--- src/rtl/hovalaag_link_pkg.sv ---
// hovalaag_link_pkg: shared widths, link states and tile pin indices for the Hovalaag host link.
package hovalaag_link_pkg;
  localparam int SLOTS = 5;
  localparam int SLOT_W = 6;
  localparam int FRAME_W = 30;
  localparam int RSP_W = 40;
  localparam int PIN_RST_EN_N = 1;
  localparam int PIN_RST = 2;
  localparam int PIN_ADDR_RST = 3;
  localparam int PIN_ROSC = 4;
  typedef enum logic [1:0] {IDLE, CHIP_RST, SYNC, STREAM} link_state_t;
  function automatic logic [7:0] ctrl_pins(input logic rst, input logic addr_rst, input logic rosc);
    logic [7:0] p;
    p = '0;
    p[PIN_RST_EN_N] = 1'b0;
    p[PIN_RST] = rst;
    p[PIN_ADDR_RST] = addr_rst;
    p[PIN_ROSC] = rosc;
    return p;
  endfunction
endpackage

--- src/rtl/hovalaag_link_capture.sv ---
// hovalaag_link_capture: per-slot capture of tile io_out into a 40-bit response.
// Present only when HOVALAAG_LINK_RSP_EN is defined.
`ifdef HOVALAAG_LINK_RSP_EN
module hovalaag_link_capture
  import hovalaag_link_pkg::*;
(
  input  logic             clk,
  input  logic             reset_n,
  input  logic             en,
  input  logic [2:0]       slot,
  input  logic [7:0]       pin_in,
  input  logic             rsp_hold,
  output logic             rsp_valid,
  output logic [RSP_W-1:0] rsp_data,
  output logic             rsp_overrun
);
  logic [RSP_W-9:0] part;
  logic last;
  assign last = en && slot == 3'(SLOTS - 1);
  always_ff @(posedge clk or negedge reset_n) begin
    if (!reset_n) begin
      part <= '0;
      rsp_valid <= 1'b0;
      rsp_data <= '0;
      rsp_overrun <= 1'b0;
    end else begin
      rsp_valid <= last;
      if (en && !last) part[8*slot +: 8] <= pin_in;
      // byte 4 goes straight into the response so it lands with the pulse
      if (last) rsp_data <= {pin_in, part};
      if (rsp_valid && rsp_hold) rsp_overrun <= 1'b1;
    end
  end
endmodule
`endif

--- src/rtl/hovalaag_host_link.sv ---
// hovalaag_host_link: drives Hovalaag tile pins (chip reset, address sync, 5-slot frame stream).
// HOVALAAG_LINK_RSP_EN enables capture of the tile response; otherwise rsp_* are tied 0.
module hovalaag_host_link
  import hovalaag_link_pkg::*;
#(
  parameter int                 RESET_CYCLES = 4,
  parameter logic [FRAME_W-1:0] IDLE_FRAME   = '0
) (
  input  logic               clk,
  input  logic               reset_n,
  input  logic               start,
  input  logic               rosc_en,
  input  logic               req_valid,
  output logic               req_ready,
  input  logic [FRAME_W-1:0] req_frame,
  output logic [7:0]         pin_out,
  input  logic [7:0]         pin_in,
  output logic               rsp_valid,
  output logic [RSP_W-1:0]   rsp_data,
  output logic               rsp_overrun,
  input  logic               rsp_hold,
  output logic               busy
);
  localparam int CW = $clog2(RESET_CYCLES + 1);
  localparam logic [CW-1:0] CNT_LAST = CW'(RESET_CYCLES - 1);
  link_state_t state;
  logic [CW-1:0] cnt;
  logic [2:0] slot;
  logic [2:0] slot_nx;
  logic [FRAME_W-1:0] frame;
  logic [FRAME_W-1:0] head;
  assign head = req_valid ? req_frame : IDLE_FRAME;
  assign slot_nx = slot + 3'd1;
  always_ff @(posedge clk or negedge reset_n) begin
    if (!reset_n) begin
      state <= IDLE;
      cnt <= '0;
      slot <= '0;
      frame <= '0;
      pin_out <= 8'h02;
      req_ready <= 1'b0;
      busy <= 1'b0;
    end else begin
      req_ready <= 1'b0;
      if (start) begin
        state <= CHIP_RST;
        cnt <= '0;
        slot <= '0;
        pin_out <= ctrl_pins(1'b1, 1'b0, rosc_en);
        busy <= 1'b1;
      end else begin
        case (state)
          CHIP_RST: begin
            cnt <= cnt + 1'b1;
            state <= cnt == CNT_LAST ? SYNC : CHIP_RST;
            pin_out <= cnt == CNT_LAST ? ctrl_pins(1'b0, 1'b1, rosc_en) : ctrl_pins(1'b1, 1'b0, rosc_en);
          end
          SYNC, STREAM: begin
            // slot 0 is loaded on the edge that leaves SYNC or slot 4
            if (state == SYNC || slot == 3'(SLOTS - 1)) begin
              state <= STREAM;
              slot <= '0;
              frame <= head;
              req_ready <= req_valid;
              pin_out <= {head[SLOT_W-1:0], 2'b10};
            end else begin
              slot <= slot_nx;
              pin_out <= {frame[SLOT_W*slot_nx +: SLOT_W], 2'b10};
            end
          end
          default: ;
        endcase
      end
    end
  end
`ifdef HOVALAAG_LINK_RSP_EN
  hovalaag_link_capture u_capture (
    .clk(clk),
    .reset_n(reset_n),
    .en(state == STREAM && !start),
    .slot(slot),
    .pin_in(pin_in),
    .rsp_hold(rsp_hold),
    .rsp_valid(rsp_valid),
    .rsp_data(rsp_data),
    .rsp_overrun(rsp_overrun)
  );
`else
  logic unused_rsp;
  assign unused_rsp = ^{pin_in, rsp_hold};
  assign rsp_valid = 1'b0;
  assign rsp_data = '0;
  assign rsp_overrun = 1'b0;
`endif
endmodule
--- config.mk ---
export PLATFORM = sky130hd
export DESIGN_NAME = hovalaag_host_link
export DESIGN_NICKNAME = d
export VERILOG_FILES = /design/src/rtl/hovalaag_link_pkg.sv /design/src/rtl/hovalaag_link_capture.sv /design/src/rtl/hovalaag_host_link.sv
export SDC_FILE = /design/constraint.sdc
export NUM_CORES = 1
export LEC_CHECK = 0
export ABC_CLOCK_PERIOD_IN_PS = 1800
export CAP_MARGIN = 5
export CORE_UTILIZATION = 42
export CTS_BUF_LIST = sky130_fd_sc_hd__clkbuf_4
export DETAILED_ROUTE_END_ITERATION = 7
export PLACE_DENSITY = 0.8
export SKIP_CTS_REPAIR_TIMING = 1
export SLEW_MARGIN = 20
export SYNTH_ARGS = -nofsm -noshare
export SYNTH_HDL_FRONTEND = slang
export SYNTH_SLANG_ARGS = --single-unit
--- constraint.sdc ---
create_clock -name clk -period 1.8 [get_ports clk]
set_clock_uncertainty 0.05 [all_clocks]
set_input_delay 0.36 -clock clk [delete_from_list [all_inputs] [get_ports clk]]
set_output_delay 0.36 -clock clk [all_outputs]
set_load 0.1 [all_outputs]
-- Yosys cells after proc, flatten, opt, wreduce, memory -nomap -nowiden
Index checks and enable logic that the tools add are counted.
- register bits after elaboration: 48
- input port bits: 44
- equality and inequality tests: 6
- reductions and logical operators: 7
- muxes and demuxes: 17
- shifts and indexed selects: 1
- bitwise gates (word level): 1
- $add $sub $neg: 2
- multiply operators: 1
- operators by type and width (operator ; number):
    $mux W30 ; 1
    $shiftx A30 B7 Y6 ; 1
    $mux W8 ; 2
    $pmux W8 S2 ; 1
    $mux W3 ; 5
    $add A3 B1 Y3 const B ; 2
    $mux W2 ; 3
    $mul A2 B3 Y5 const A ; 1
    $eq A2 B2 Y1 const B ; 2
    $mux W4 ; 1
    $pmux W2 S2 ; 1
    $reduce_bool A2 Y1 ; 2
    $eq A3 B2 Y1 const B ; 1
    $eq A3 B3 Y1 const B ; 1
    $mux W1 ; 3
    $ne A3 B3 Y1 const B ; 1
    $reduce_and A3 Y1 ; 1
    $reduce_bool A3 Y1 ; 1
    $eq A2 B1 Y1 const B ; 1
    $reduce_and A2 Y1 ; 1
    $reduce_or A2 Y1 ; 1
    $logic_or A1 B1 Y1 ; 1
    $not A1 Y1 ; 1

-- Longest topological paths before layout
- depth in word-level cells: 6
- mapped depth: 10
- mapped depth without buffers: 6

-- Worst setup path before layout
OpenSTA, ideal clock, no wires.
- path kind: reg-to-reg
- from: register slot[0]
- to: register pin_out[2]
- stages on the path, launching flop included: 10
- required time: 1.623 ns
- setup slack: -0.195 ns
- buffers on the path: 3
- arrival: 1.818 ns
- cells stage by stage: dfrtp_1 buf_6 buf_8 inv_1 ha_1 clkbuf_1 and2b_1 nand3_1 nand4_1 a311o_1
- word-level cells in the longest chain between the ends: 6
- ends and longest elaborated chain (element ; RTL line ; text):
    start, declared ; hovalaag_host_link.sv:28 ; logic [2:0] slot;
    start signal, assigned ; hovalaag_host_link.sv:67 ; slot <= slot_nx;
    $add A3 B1 Y3 ; hovalaag_host_link.sv:33 ; assign slot_nx = slot + 3'd1;
    $mul A2 B3 Y5 ; hovalaag_host_link.sv:68 ; pin_out <= {frame[SLOT_W*slot_nx +: SLOT_W], 2'b10};
    $shiftx A30 B7 Y6 ; hovalaag_host_link.sv:68 ;
    $mux W8 * ; hovalaag_host_link.sv:60 ; if (state == SYNC || slot == 3'(SLOTS - 1)) begin
    $pmux W8 S2 * ; hovalaag_host_link.sv:52 ; case (state)
    $mux W8 * ; hovalaag_host_link.sv:45 ; if (start) begin
    end signal, assigned ; hovalaag_host_link.sv:49 ; pin_out <= ctrl_pins(1'b1, 1'b0, rosc_en);
    end signal, assigned ; hovalaag_host_link.sv:56 ; pin_out <= cnt == CNT_LAST ? ctrl_pins(1'b0, 1'b1, rosc_en) : ctrl_pins(1'b1, 1'b0, rosc_en);
    end signal, assigned ; hovalaag_host_link.sv:68 ;
    end, declared ; hovalaag_host_link.sv:16 ; output logic [7:0] pin_out,
Every way passes the cells marked *; elsewhere a longest branch is shown, timed or not.
A chain may end at the register's enable or synchronous reset.

-- Final worst setup path
- from: register slot[0]
- to: register pin_out[4]
The elaborated chain is that of the path after synthesis.

==> key figures <==
Synthesis
  – Post-synth top area share: 43.7%
  – Synth Area in Adders: roughly 1.9%
  – Number of synthesized register bits: 47
  – Post-synth EDFFs: 0
  – Post-synth ARST share: 100%
  – Synth top area cells: dfrtp_1, buf_4, nand2_1
  – Most common cell in the netlist: nand2_1
  – XOR/XNOR Fraction of Synth Area: 1.28%
  – Synth Area in Compound Gates: 11.3%
  – Largest family of logic cells by synthesized area: simple AND/OR/NAND/NOR gates
  – Post-synth top cells: nand2_1, dfrtp_1, buf_4
  – Gate Count Post-Synth: 294
  – Syn. warnings: 0
  – Post-synthesis simple-gate area fraction: 17.5%
  – Mux contribution to synthesized area: 6.37%
  – Post-synth cell types: 41
  – Main synth FF type: dfrtp_1
  – Sequential area share after synthesis: 44.7%
  – Avg Cell Area, Syn: a little under 9 um^2
  – Synth Cell Area: 2630 um^2
  – Largest area contributor in the netlist: dfrtp_1

Power and ir drop
  – Switch share: 41.8%
  – Clock power share: between 10% and 20%
  – PwrDens: 849 nW/um^2
  – Internal: ~1.6 mW
  – Comb power frac: between 30% and 40%
  – LEAKAGE: around 1.5 nW
  – Sequential share of power: 43.4%
  – Max VDD drop: approximately 0.7 mV
  – P_sw: around 1.1 mW

Global route
  – First-pass GRT wire length: between 8000 and 9000 um
  – Initial antenna violation count: 0
  – Vias in the first global route: 1909
  – GRT overflow: 0
  – GRT Total Usage: around 18%
  – Largest net degree at the start of global routing: 42

Timing
  – Finish-stage setup viols: 0
  – RSZ-0062 raised after global routing: yes
  – Fmax: 572 MHz
  – Hold WS: 0.423 ns
  – Final Hold Viols: 0
  – Slew Viols, Final: 0
  – Setup TNS: 0 ns
  – Post-layout min period: 1.75 ns
  – Final worst-path cycle share: between 90% and 100%

Floorplanning
  – Core Rows: 28
  – DIE WIDTH: 81.2 um
  – Initial Util: 43.9%
  – DIE AREA: roughly 6600 um^2
  – Core Footprint: 5990 um^2
  – Total I/O pin count: 96
  – Die Y: ~81 um

Placed design
  – Area after DPL: 3130 um^2
  – Gpl congestion: 0.904
  – # placed instances: ~400
  – Port-buffer cells: 43
  – Detailed Place HPWL: roughly 4000 um

CTS
  – CTS root buffer: clkbuf_4
  – CTS sink count: 47
  – H-tree Lvls: 2
  – CTS max path bufs: 2
  – Worst-Skew Late Latency: 0.36 ns
  – TritonCTS Buffers: 5
  – Clock-pin slew on the worst setup and hold paths: roughly 0.13 ns
  – CTS tree: yes

Routing
  – Vias: 1960
  – Post-Route WL: approximately 5200 um
  – WL per Instance: 12.4 um
  – DR vias/cell: between 4 and 5
  – Post-route ant nets: 0
  – Pre-antenna DRT Iters: 4
  – Starting DRC count in detailed routing: around 120
  – Drt drc: 0

Job
  – Max cap viols: 0

Setup path
  – CP Data Arrival Time: ~2 ns
  – Worst EP required: 2.01 ns
  – Worst Setup End Kind: flop
  – CP Class: reg2reg
  – CP cell instances: ha_2 > xnor2_2 > buf_4 > nand3_1 > nand4_1 > a221o_1
  – CP Max Fanout: 6
  – Startpoint Class: flop
  – Buf/Inv on CP: 1
  – CP max stage delay: 0.47 ns
  – Crit-path leading delay family: flip-flops
  – Slowest-stage cell, CP: dfrtp_2

Cells and area
  – Final Instance Area: between 3000 and 4000 um^2
  – Core Util, Final: 53.8%
  – Area Growth Syn to Fin: 22.5%
  – Fin cells: 417
  – Antenna Cells: 0
  – Share of layout cells above drive strength 1: 13.5%
  – Final nets: 389

Worst hold path
  – Worst hold path type: in2async

Outcome
  – Status: finished clean
-- worst paths after layout --
kind                                             from                     end  slack [ns]  depth (start not counted)
worst max-delay path              slot[0]$_DFFE_PN0P_  pin_out[4]$_DFFE_PN0P_        0.05                          6
worst min-delay path                          reset_n  pin_out[5]$_DFFE_PN0P_        0.42                          2
worst max register to register    slot[0]$_DFFE_PN0P_  pin_out[4]$_DFFE_PN0P_        0.05                          6
worst min register to register  frame[11]$_DFFE_PN0P_   frame[11]$_DFFE_PN0P_        0.44                          2
max in group asynchronous                     reset_n  pin_out[1]$_DFFE_PN1P_        0.69                          3
min in group clk                frame[11]$_DFFE_PN0P_   frame[11]$_DFFE_PN0P_        0.44                          2
-- layout by cell type (no fill, tap or decap), types with 6 or more instances in the layout --
master,n
nand3_1,15
buf_4,11
nor2_1,11
a21oi_1,9
o21ai_0,26
clkdlybuf4s50_1,33
buf_12,12
conb_1,43
dfrtp_1,45
nand2_1,71
mux2_2,6
-- cell type report --
type / count / area [um^2]
clock buffer: 5 / 37.5
sequential: 47 / 1180
fill: 553 / 2770
inverter: 6 / 25.0
tap: 75 / 93.8
multi-input combinational: 223 / 1200
clock inverter: 3 / 15.0
timing repair buffer: 58 / 668
-- kinds of logic (layout without fill, tap and decap cells) --
family	after synthesis	after routing
compound gates	51	51
xor+xnor	3	3
fa+ha+maj	4	4
buf+inv	66	72
flops	47	47
mux	13	13
other cells	1	43
simple gates	109	109
-- power groups by stage --
stage	Combinational [mW]	Sequential [mW]	Clock [mW]
2_1_floorplan	0.784	1.31	0
3_3_place_gp	1.06	1.20	0
3_5_place_dp	1.07	1.21	0
4_1_cts	1.08	1.19	0.488
5_1_grt	1.15	1.20	0.520
6_report	1.08	1.19	0.472
-- worst reg2reg max path, delay by kind of cell (launching register included) --
family | cells | cell delay (ns)
flops | 1 | 0.47
compound gates | 1 | 0.31
fa+ha+maj | 1 | 0.25
simple gates | 2 | 0.22
xor+xnor | 1 | 0.19
buf+inv | 1 | 0.17
-- per-stage QoR --
step / setup slack [ns] / power (mW)
after floorplan: -0.0567 / 2.10
after global placement: 0.0428 / 2.26
after detailed placement: 0.00430 / 2.28
after CTS: -0.0302 / 2.75
after global routing: -0.0386 / 2.87
final: 0.0509 / 2.74
-- registers in the layout, summed over array words and instances, names as in the netlist --
register,flops
pin_out,7
cnt,3
busy,1
frame,30
req_ready,1
state,2
slot,3
-- per-layer routing --
layer  global-route usage [%]  wire length, um
met1                     24.3             2350
met2                     28.1             2400
met3                     4.04              334
met4                     6.25               68
met5                        0                0
(Power assumes the default switching activity.)
